===== src/rtl/router_egress_arbiter.sv =====
// router_egress_arbiter: packet-granular round-robin reader for three output
// FIFOs. It merges the granted FIFO onto one valid/ready byte stream tagged
// with SOP/EOP/port, and a stall watchdog flushes and aborts stuck packets.
module router_egress_arbiter #(
  parameter int unsigned TIMEOUT = 30
) (
  input  logic       clock,
  input  logic       resetn,
  input  logic [2:0] fifo_empty,
  input  logic [7:0] fifo_data0,
  input  logic [7:0] fifo_data1,
  input  logic [7:0] fifo_data2,
  output logic [2:0] read_enb,
  output logic [2:0] soft_reset,
  output logic [7:0] out_data,
  output logic       out_valid,
  input  logic       out_ready,
  output logic       out_sop,
  output logic       out_eop,
  output logic [1:0] out_port,
  output logic       pkt_abort,
  output logic       busy
);

  localparam int unsigned WD_W  = $clog2(TIMEOUT + 1);
  localparam int unsigned REM_W = 7;

  localparam logic [1:0] ST_IDLE   = 2'd0;
  localparam logic [1:0] ST_HDR    = 2'd1;
  localparam logic [1:0] ST_STREAM = 2'd2;

  typedef struct packed {
    logic [7:0] data;
    logic       sop;
    logic       eop;
    logic [1:0] port;
  } buf_entry_t;

  logic [1:0]       state_q, state_d;
  logic [1:0]       rr_ptr_q, rr_ptr_d;
  logic [1:0]       gnt_q, gnt_d;
  logic [REM_W-1:0] rem_q, rem_d;
  logic [WD_W-1:0]  wd_q, wd_d;
  buf_entry_t       ent0_q, ent0_d, ent1_q, ent1_d;
  logic             v0_q, v0_d, v1_q, v1_d;
  logic             inf_q, inf_d;
  logic             inf_sop_q, inf_sop_d;
  logic             inf_eop_q, inf_eop_d;
  logic [1:0]       inf_port_q, inf_port_d;
  logic [2:0]       soft_reset_q, soft_reset_d;
  logic             pkt_abort_q, pkt_abort_d;
  logic             busy_q, busy_d;

  logic [1:0]       cand0_c, cand1_c, cand2_c, pick_c;
  logic [7:0]       sel_data_c;
  logic [REM_W-1:0] hdr_rem_c, eff_rem_c;
  logic [2:0]       lvl_c;
  logic             pop_c, room_c, gnt_empty_c;
  logic             rd_c, rd_sop_c, rd_eop_c, stall_c;
  buf_entry_t       new_ent_c;

  assign cand0_c = rr_ptr_q;
  assign cand1_c = (rr_ptr_q == 2'd2) ? 2'd0 : rr_ptr_q + 2'd1;
  assign cand2_c = (rr_ptr_q == 2'd0) ? 2'd2 : rr_ptr_q - 2'd1;

  assign pop_c       = v0_q & out_ready;
  assign gnt_empty_c = fifo_empty[gnt_q];
  assign lvl_c       = 3'(v0_q) + 3'(v1_q) + 3'(inf_q) - 3'(pop_c);
  assign room_c      = (lvl_c < 3'd2);

  // Round-robin pick of the first non-empty FIFO starting at rr_ptr.
  always_comb begin
    pick_c = cand0_c;
    if (fifo_empty[cand0_c]) begin
      pick_c = cand1_c;
      if (fifo_empty[cand1_c]) begin
        pick_c = cand2_c;
      end
    end
  end

  // Select the data returning from last cycle's read.
  always_comb begin
    case (inf_port_q)
      2'd0:    sel_data_c = fifo_data0;
      2'd1:    sel_data_c = fifo_data1;
      2'd2:    sel_data_c = fifo_data2;
      default: sel_data_c = 8'd0;
    endcase
  end

  // A header arriving this cycle supplies the remaining count immediately so
  // streaming can continue back-to-back behind it.
  assign hdr_rem_c = REM_W'(sel_data_c[7:2]) + REM_W'(1);
  assign eff_rem_c = (inf_q && inf_sop_q) ? hdr_rem_c : rem_q;

  // Next-state, read issue and watchdog.
  always_comb begin
    state_d      = state_q;
    rr_ptr_d     = rr_ptr_q;
    gnt_d        = gnt_q;
    rem_d        = rem_q;
    wd_d         = wd_q;
    rd_c         = 1'b0;
    rd_sop_c     = 1'b0;
    rd_eop_c     = 1'b0;
    stall_c      = 1'b0;
    soft_reset_d = 3'b000;
    pkt_abort_d  = 1'b0;

    case (state_q)
      ST_IDLE: begin
        wd_d = '0;
        if (fifo_empty != 3'b111) begin
          gnt_d    = pick_c;
          rr_ptr_d = (pick_c == 2'd2) ? 2'd0 : pick_c + 2'd1;
          state_d  = ST_HDR;
        end
      end
      ST_HDR: begin
        stall_c = gnt_empty_c;
        if (!gnt_empty_c && room_c) begin
          rd_c     = 1'b1;
          rd_sop_c = 1'b1;
          state_d  = ST_STREAM;
        end
      end
      ST_STREAM: begin
        rem_d   = eff_rem_c;
        stall_c = gnt_empty_c && (eff_rem_c != '0);
        if (!gnt_empty_c && room_c && (eff_rem_c != '0)) begin
          rd_c  = 1'b1;
          rem_d = eff_rem_c - REM_W'(1);
          if (eff_rem_c == REM_W'(1)) begin
            rd_eop_c = 1'b1;
            state_d  = ST_IDLE;
          end
        end
      end
      default: begin
        state_d = ST_IDLE;
      end
    endcase

    if (stall_c) begin
      if (wd_q == WD_W'(TIMEOUT - 1)) begin
        soft_reset_d = 3'b001 << gnt_q;
        pkt_abort_d  = 1'b1;
        wd_d         = '0;
        rem_d        = '0;
        state_d      = ST_IDLE;
      end else begin
        wd_d = wd_q + WD_W'(1);
      end
    end else if (state_q != ST_IDLE) begin
      wd_d = '0;
    end
  end

  assign read_enb = rd_c ? (3'b001 << gnt_q) : 3'b000;

  // Two-entry output buffer; empty entries are kept all-zero.
  always_comb begin
    new_ent_c  = '{data: sel_data_c, sop: inf_sop_q, eop: inf_eop_q, port: inf_port_q};
    ent0_d     = ent0_q;
    ent1_d     = ent1_q;
    v0_d       = v0_q;
    v1_d       = v1_q;
    inf_d      = rd_c;
    inf_sop_d  = rd_sop_c;
    inf_eop_d  = rd_eop_c;
    inf_port_d = gnt_q;
    busy_d     = (state_d != ST_IDLE);

    if (pop_c) begin
      if (v1_q) begin
        ent0_d = ent1_q;
        v0_d   = 1'b1;
        if (inf_q) begin
          ent1_d = new_ent_c;
          v1_d   = 1'b1;
        end else begin
          ent1_d = '0;
          v1_d   = 1'b0;
        end
      end else if (inf_q) begin
        ent0_d = new_ent_c;
        v0_d   = 1'b1;
      end else begin
        ent0_d = '0;
        v0_d   = 1'b0;
      end
    end else if (inf_q) begin
      if (!v0_q) begin
        ent0_d = new_ent_c;
        v0_d   = 1'b1;
      end else begin
        ent1_d = new_ent_c;
        v1_d   = 1'b1;
      end
    end
  end

  // State and datapath registers with synchronous active-low reset.
  always_ff @(posedge clock) begin
    if (!resetn) begin
      state_q      <= ST_IDLE;
      rr_ptr_q     <= 2'd0;
      gnt_q        <= 2'd0;
      rem_q        <= '0;
      wd_q         <= '0;
      ent0_q       <= '0;
      ent1_q       <= '0;
      v0_q         <= 1'b0;
      v1_q         <= 1'b0;
      inf_q        <= 1'b0;
      inf_sop_q    <= 1'b0;
      inf_eop_q    <= 1'b0;
      inf_port_q   <= 2'd0;
      soft_reset_q <= 3'b000;
      pkt_abort_q  <= 1'b0;
      busy_q       <= 1'b0;
    end else begin
      state_q      <= state_d;
      rr_ptr_q     <= rr_ptr_d;
      gnt_q        <= gnt_d;
      rem_q        <= rem_d;
      wd_q         <= wd_d;
      ent0_q       <= ent0_d;
      ent1_q       <= ent1_d;
      v0_q         <= v0_d;
      v1_q         <= v1_d;
      inf_q        <= inf_d;
      inf_sop_q    <= inf_sop_d;
      inf_eop_q    <= inf_eop_d;
      inf_port_q   <= inf_port_d;
      soft_reset_q <= soft_reset_d;
      pkt_abort_q  <= pkt_abort_d;
      busy_q       <= busy_d;
    end
  end

  assign out_data   = ent0_q.data;
  assign out_sop    = ent0_q.sop;
  assign out_eop    = ent0_q.eop;
  assign out_port   = ent0_q.port;
  assign out_valid  = v0_q;
  assign soft_reset = soft_reset_q;
  assign pkt_abort  = pkt_abort_q;
  assign busy       = busy_q;

endmodule


===== config.mk =====
export PLATFORM = sky130hd
export DESIGN_NAME = router_egress_arbiter
export DESIGN_NICKNAME = d
export VERILOG_FILES = /design/src/rtl/router_egress_arbiter.sv
export SDC_FILE = /design/constraint.sdc
export NUM_CORES = 1
export LEC_CHECK = 0
export BUFFER_PORTS_ARGS = -buffer_cell sky130_fd_sc_hd__buf_4
export CORE_MARGIN = 5
export CORE_UTILIZATION = 31
export CTS_BUF_LIST = sky130_fd_sc_hd__clkbuf_8
export CTS_CLUSTER_SIZE = 40
export DETAILED_ROUTE_END_ITERATION = 8
export HOLD_SLACK_MARGIN = 0.12
export SLEW_MARGIN = 20
export SYNTH_ARGS = -nofsm -noshare
export SYNTH_HDL_FRONTEND = slang
export SYNTH_SLANG_ARGS = --single-unit
export TNS_END_PERCENT = 1

===== constraint.sdc =====
create_clock -name clock -period 13.03 [get_ports clock]
set_input_delay 3.2575 -clock clock [delete_from_list [all_inputs] [get_ports clock]]
set_output_delay 3.2575 -clock clock [all_outputs]
set_load 0.005 [all_outputs]

==> results of run 1 <==
worst max-delay path by stage:
stage / end / slack (ns) / startpoint
6_report: read_enb[2] / 3.60 / fifo_data0[3]
5_1_grt: read_enb[0] / 3.28 / fifo_data0[3]
4_1_cts: read_enb[2] / 3.66 / fifo_data0[3]
3_5_place_dp: read_enb[2] / 3.68 / fifo_data0[3]
3_3_place_gp: read_enb[2] / 3.90 / fifo_data0[3]
2_1_floorplan: read_enb[0] / 4.30 / out_ready
kinds of logic after synthesis:
| logic type | after synthesis |
|---|---|
| AO/OA/AOI/OAI | 117 |
| XOR/XNOR | 6 |
| adder cells (fa/ha/maj) | 14 |
| buffers and inverters | 40 |
| flip-flops | 54 |
| multiplexers | 16 |
| AND/OR/NAND/NOR | 131 |
critical path: cells and delay by family:
| family | cells | cell delay (ns) |
|---|---|---|
| AO/OA/AOI/OAI | 5 | 1.62 |
| multiplexers | 1 | 0.07 |
| buffers and inverters | 2 | 0.24 |
| AND/OR/NAND/NOR | 4 | 0.69 |
| adder cells (fa/ha/maj) | 1 | 0.28 |
routing by layer:
layer | routed length (um) | share of wire, % | vias to the layer above
met2 | 3771 | 47 | 62
met4 | 112 | 1.4 | 0
met3 | 389 | 4.8 | 11
li1 | - | - | 1463
met1 | 3821 | 47 | 1348
met5 | 0 | 0 | -
cells in the final DEF (no fill, tap or decap), types with 2 or more instances in the layout:
cell type,Yosys,final
o21a_1,2,2
nor3b_1,6,6
a211oi_1,11,11
a31oi_1,6,6
and3_1,6,6
nor4_1,2,2
clkbuf_8,0,5
nand2_1,22,22
and4_1,2,2
ha_1,14,14
a2111oi_0,2,2
a21oi_2,3,3
dfxtp_1,54,54
a21boi_0,4,4
o211ai_1,3,3
mux2i_1,15,15
nand4_1,6,6
nor2_1,40,40
inv_1,17,18
and2_1,5,5
o21ai_0,17,17
a22oi_1,9,9
nand2b_1,5,5
buf_4,1,50
or3_1,2,2
o41ai_1,2,2
a221oi_1,8,8
xor2_1,2,2
o22ai_1,8,8
a21oi_1,27,27
nand3b_1,4,4
nand3_1,6,6
o2bb2ai_2,2,2
nor3_1,18,18
xnor2_1,4,4
where the power goes:
group	internal (W)	switching, W	total, W
Clock	0.0000567	0.0000569	0.000114
Sequential	0.000176	0.0000195	0.000196
Combinational	0.0000611	0.0000828	0.000144
Total	0.000294	0.000159	0.000453
layout make-up:
| cell class | instances | share of cell area (%) |
|---|---|---|
| clock buffer | 5 | 1.859 |
| clock inverter | 3 | 1.115 |
| sequential | 54 | 29.20 |
| tap | 133 | 4.495 |
| inverter | 18 | 1.825 |
| timing repair buffer | 50 | 10.14 |
| multi-input combinational | 284 | 51.37 |
registers in the layout (all words and copies together), names as in the netlist, 3 cells and up:
signal	cells
ent1_q	12
wd_q	5
out_data	8
rem_q	7
soft_reset	3
metrics by stage:
| step | setup WS [ns] | utilization, % | hold slack, ns |
|---|---|---|---|
| 2_1_floorplan | 4.300 | - | 0.4313 |
| 3_3_place_gp | 3.897 | 36.58 | 0.4478 |
| 3_5_place_dp | 3.685 | 36.58 | 0.4514 |
| 4_1_cts | 3.656 | 37.70 | 0.4655 |
| 5_1_grt | 3.280 | 37.70 | 0.5032 |
| 6_report | 3.600 | 37.70 | 0.4651 |
==> impl_metrics.tcl, run 1 <==
set metrics [dict create \
    multi_input_area_um2 1902 \
    ys.flop_type "dfxtp_1" \
    die_w_um 110.8 \
    synth.distinct_cells 61 \
    worstMarginPinSlew_ns 0.7670 \
    setup_tns_ns 0 \
    total_power_w 0.0004534 \
    vias 2884 \
    clock_sinks 54 \
    synth.most_common_cell "dfxtp_1" \
    die_h_um 110.8 \
    numCtsBuffers 5 \
    rrSetupSlack_ns 9.34 \
    wl_per_cell_um 14.80 \
    critPathLaunchType "primary input" \
    instances_no_fill 547 \
    dp_hpwl_um 5875 \
    insertedDiodeCount 0 \
    ys_seq_area_share_pct 34.35 \
    grt_overflow 0 \
    netlist_top_cells_count "dfxtp_1 (54), nor2_1 (40), a21oi_1 (27)" \
    slew_headroom_pct 48.80 \
    reg2regPathDepth 11 \
    synth_area_leaders "dfxtp_1 (34%), ha_1 (5.6%), mux2i_1 (4.8%), nor2_1 (4.8%), a21oi_1 (4.3%)" \
    ir_drop_v 0.00006303 \
    fmax_ghz 0.1060 \
    synth_top_area_cell "dfxtp_1" \
    ys_seq_elements 54 \
    antenna_found_initial 0 \
    synth_top_family_by_area "compound AO/OA/AOI/OAI gates" \
    clk_pin_slew_ns 0.09 \
    synthCells 378 \
    drv_cap 0 \
    dp.cells 539 \
    boundaryPins 51 \
    drtAntennaViolNets 0 \
    post_cts_resized 0 \
    grt_use_met1_pct 16.94 \
    drc_errors 0 \
    coreArea_um2 9819 \
    final-setup-viol-count 0 \
    synth_xor_area_share_pct 1.670 \
    critPathMaxFanout 8 \
    ys_async_sr_fraction_pct 0 \
    ctsHoldBuffers 0 \
    die_area_um2 12270 \
    post-synth-top-area-fraction_pct 34.35 \
    hold_end "rem_q[1]" \
    grtUsageMet3_pct 2.838 \
    nets 457 \
    fin_area_um2 3702 \
    grt_pass1_wl_um 13580 \
    dr.pass1.iters 4 \
    critPathSlowestCell "o21ai_0" \
    leakage_nw 1.410 \
    cts_tree "built" \
    min_period_ns 9.430 \
    synth-simple-area-share_pct 21.27 \
    std_cell_rows 36 \
    netlist_area_um2 3147 \
    initial_core_util_pct 32.05 \
    clk_latency_ns 0.31 \
    area_growth_pct 17.65 \
    synth_compound_area_share_pct 26.68 \
    status "completed" \
    wirelength_um 8095 \
    critPathKind "primary input to output pin" \
    clock-root-buffer "clkbuf_8" \
    synth_fa_ha_area_share_pct 5.567 \
    fin_skew_ns 0.008064 \
    holdCritStartpoint "rem_q[1]" \
    drt_iter0_markers 173 \
    timing.final.hold_violations 0 \
    vias_per_cell 5.272 \
    rsz0062_at_grt "false" \
    reg2reg_to "inf_q" \
    avgSynthCellArea_um2 8.325 \
    place_congestion 0.8204 \
    cts_setup_buffers 0 \
    drv_slew 0 \
    synth_edf_count 0 \
    busiest_layer "met2" \
    power_density_nw_per_um2 122.5 \
    min_period_over_period_pct 72.37 \
    required_ns 9.77 \
    min_path_type "flop to flop" \
    grt_pass1_vias 2791 \
    dpl_cell_area_um2 3592 \
    crit_path_max_incr_delay_ns 0.45 \
    r2r-start "inf_port_q[1]" \
    grt_max_degree 23 \
    min_path_cells 2 \
    end_kind "output pin" \
    layout-drive-gt1-share_pct 17.63 \
    path_cells "buf_4 -> mux2i_1 -> o2bb2ai_2 -> ha_1 -> nand3b_1 -> nor3_1 -> nor3_2 -> o311ai_2 -> a211oi_4 -> a21oi_1 -> o21ai_0 -> nor3_1 -> buf_4" \
    filler_cell_count 1042 \
    seq_area_um2 1081 \
    yosys_warnings 0 \
    grtUsageTotal_pct 12.96 \
    portBuffers 50 \
    grt.met2_usage_pct 21.16 \
    worstPathArrival_ns 6.17 \
    clockBufferDepth 2 \
    htree_levels 2 \
    synthMuxAreaShare_pct 5.249 \
    postSynthNetCount 422 \
]
Power figures use the tool's default switching activity.
==> run 2: changes to the inputs <==
==> constraint.sdc (replaced) <==
create_clock -name clock -period 7.86 [get_ports clock]
set_input_delay 1.965 -clock clock [delete_from_list [all_inputs] [get_ports clock]]
set_output_delay 1.965 -clock clock [all_outputs]
set_load 0.005 [all_outputs]
==> run 2 against run 1 <==
Effect of this change:
- die area stayed put
- clock skew is 0.0018 ns lower
- power is 59% higher
- critical endpoint unchanged
- sequential power is 66% higher
- core utilization is 0.27 points lower
- count of clock-buffer cells in the layout stayed put
- clock power is 39% higher
- sequential share of layout area is 0.21 points higher
- non-clock buffer count stayed put
- combinational power is 65% higher
==> impl_metrics.tcl, run 2 (same netlist as run 1, synthesis figures left out) <==
set metrics [dict create \
    drt_iter0_markers 193 \
    grt_max_degree 23 \
    clock_sinks 54 \
    ir_drop_v 0.0001097 \
    wirelength_um 8077 \
    std_cell_rows 36 \
    mostFrequentLayoutCells "dfxtp_1 (54), buf_4 (50), nor2_1 (40), a21oi_1 (27), nand2_1 (22)" \
    regMostFlops "ent1_q" \
    clk_latency_ns 0.31 \
    swShare_pct 36.92 \
    reg2regPathDepth 11 \
    largest_reg_flops 12 \
    grt_pass1_wl_um 13450 \
    htree_levels 2 \
    nets 457 \
    critPathLaunch "fifo_data0[3]" \
    fin_skew_ns 0.006276 \
    post_cts_resized 0 \
    cp_top_family "compound AO/OA/AOI/OAI gates" \
    critPathKind "primary input to output pin" \
    antenna_found_initial 0 \
    slew_headroom_pct 51.56 \
    crit_path_max_incr_delay_ns 0.44 \
    end_kind "output pin" \
    worstPathArrival_ns 4.82 \
    status "completed" \
    rrSetupSlack_ns 4.22 \
    area_growth_pct 16.82 \
    cts_tree "built" \
    setup_tns_ns 0 \
    vias_per_cell 5.328 \
    boundaryPins 51 \
    numCtsBuffers 5 \
    layout-drive-gt1-share_pct 17.68 \
    critPathLaunchType "primary input" \
    final-setup-viol-count 0 \
    dp.cells 539 \
    coreArea_um2 9819 \
    drv_slew 0 \
    path_cells "buf_4 -> mux2i_1 -> o2bb2ai_2 -> ha_1 -> nand3b_1 -> nor3_1 -> nor3_2 -> o311ai_2 -> a211oi_4 -> a21oi_1 -> o21ai_0 -> nor3_1 -> buf_4" \
    dr.pass1.iters 4 \
    critPathSlowestCell "o21ai_0" \
    fmax_ghz 0.1473 \
    p_int_w 0.0004552 \
    min_period_ns 6.789 \
    drtAntennaViolNets 0 \
    clock-root-buffer "clkbuf_8" \
    min_path_cells 2 \
    critPathMaxFanout 8 \
    min_path_type "flop to flop" \
    r2r-start "inf_port_q[1]" \
    timing.final.hold_violations 0 \
    power_frac_clock_pct 22.1 \
    ctsHoldBuffers 0 \
    leakage_nw 1.391 \
    portBuffers 50 \
    combPwrFrac_pct 32.9 \
    die_h_um 110.8 \
    die_w_um 110.8 \
    worstMarginPinSlew_ns 0.7259 \
    rsz0062_at_grt "false" \
    drc_errors 0 \
    grtUsageTotal_pct 12.72 \
    reg2reg_to "inf_q" \
    instances_no_fill 546 \
    grt_pass1_vias 2809 \
    place_congestion 0.8204 \
    vias 2909 \
    crit_buf_inv 2 \
    insertedDiodeCount 0 \
    grt_overflow 0 \
    required_ns 5.89 \
    dp_hpwl_um 5880 \
    holdCritStartpoint "rem_q[1]" \
    pwr-share-seq_pct 45.0 \
    wl_per_cell_um 14.79 \
    drv_cap 0 \
    power_switching_w 0.0002664 \
    power_density_nw_per_um2 196.3 \
    initial_core_util_pct 32.05 \
    hold_end "rem_q[1]" \
    die_area_um2 12270 \
    total_power_w 0.0007215 \
    clockBufferDepth 2 \
    layout_commonest_cell "dfxtp_1" \
    cts_setup_buffers 0 \
    clk_pin_slew_ns 0.10 \
    min_period_over_period_pct 86.38 \
]
## run 2: worst max path at each step
| stage | end | slack, ns | cells after the start |
|---|---|---|---|
| 2_1_floorplan | read_enb[0] | 1.72 | 12 |
| 4_1_cts | read_enb[2] | 1.08 | 13 |
| 3_5_place_dp | read_enb[2] | 1.11 | 13 |
| 3_3_place_gp | read_enb[2] | 1.31 | 13 |
| 6_report | read_enb[2] | 1.07 | 13 |
| 5_1_grt | read_enb[2] | 0.69 | 13 |
## run 2: area by class of cell
| class | instances | area, um^2 |
|---|---|---|
| multi-input combinational | 284 | 1902 |
| sequential | 54 | 1081 |
| clock inverter | 2 | 15.01 |
| inverter | 18 | 67.56 |
| tap | 133 | 166.4 |
| timing repair buffer | 50 | 375.4 |
| clock buffer | 5 | 68.82 |
| fill | 1035 | 6143 |
## run 2: worst reg2reg max path: stages (launching register included)
cell and delay, ns:
dfxtp_1 0.79, mux2i_1 0.21, o2bb2ai_2 0.35, ha_1 0.29, nand3b_1 0.15, nor3_1 0.07, nor3_2 0.35, o311ai_2 0.21
a211oi_4 0.40, a21oi_1 0.18, o21ai_0 0.44, nor3_1 0.08
## run 2: metrics by stage
| stage | hold WS [ns] | setup slack [ns] | instance area (um^2) | util, % |
|---|---|---|---|---|
| 2_1_floorplan | 0.4313 | 1.715 | 3147 | - |
| 3_3_place_gp | 0.4479 | 1.312 | 3592 | 36.58 |
| 3_5_place_dp | 0.4524 | 1.110 | 3592 | 36.58 |
| 4_1_cts | 0.4660 | 1.078 | 3676 | 37.44 |
| 5_1_grt | 0.5052 | 0.6868 | 3676 | 37.44 |
| 6_report | 0.4649 | 1.071 | 3676 | 37.44 |
## run 2: routing by layer
metal | GRT usage (%) | part of all wire (%) | wire [um]
met1 | 16.26 | 46 | 3708
met2 | 21.24 | 47 | 3802
met3 | 2.893 | 5.4 | 440
met4 | 4.023 | 1.6 | 126
met5 | 0 | 0 | 0
## run 2: power by group through the flow
| stage | Combinational (W) | Clock, W | Sequential [W] |
|---|---|---|---|
| after global placement | 0.000229 | 0 | 0.000330 |
| after floorplan | 0.000185 | 0 | 0.000316 |
| after CTS | 0.000238 | 0.000162 | 0.000325 |
| final | 0.000237 | 0.000159 | 0.000325 |
| after detailed placement | 0.000237 | 0 | 0.000331 |
| after global routing | 0.000266 | 0.000173 | 0.000329 |
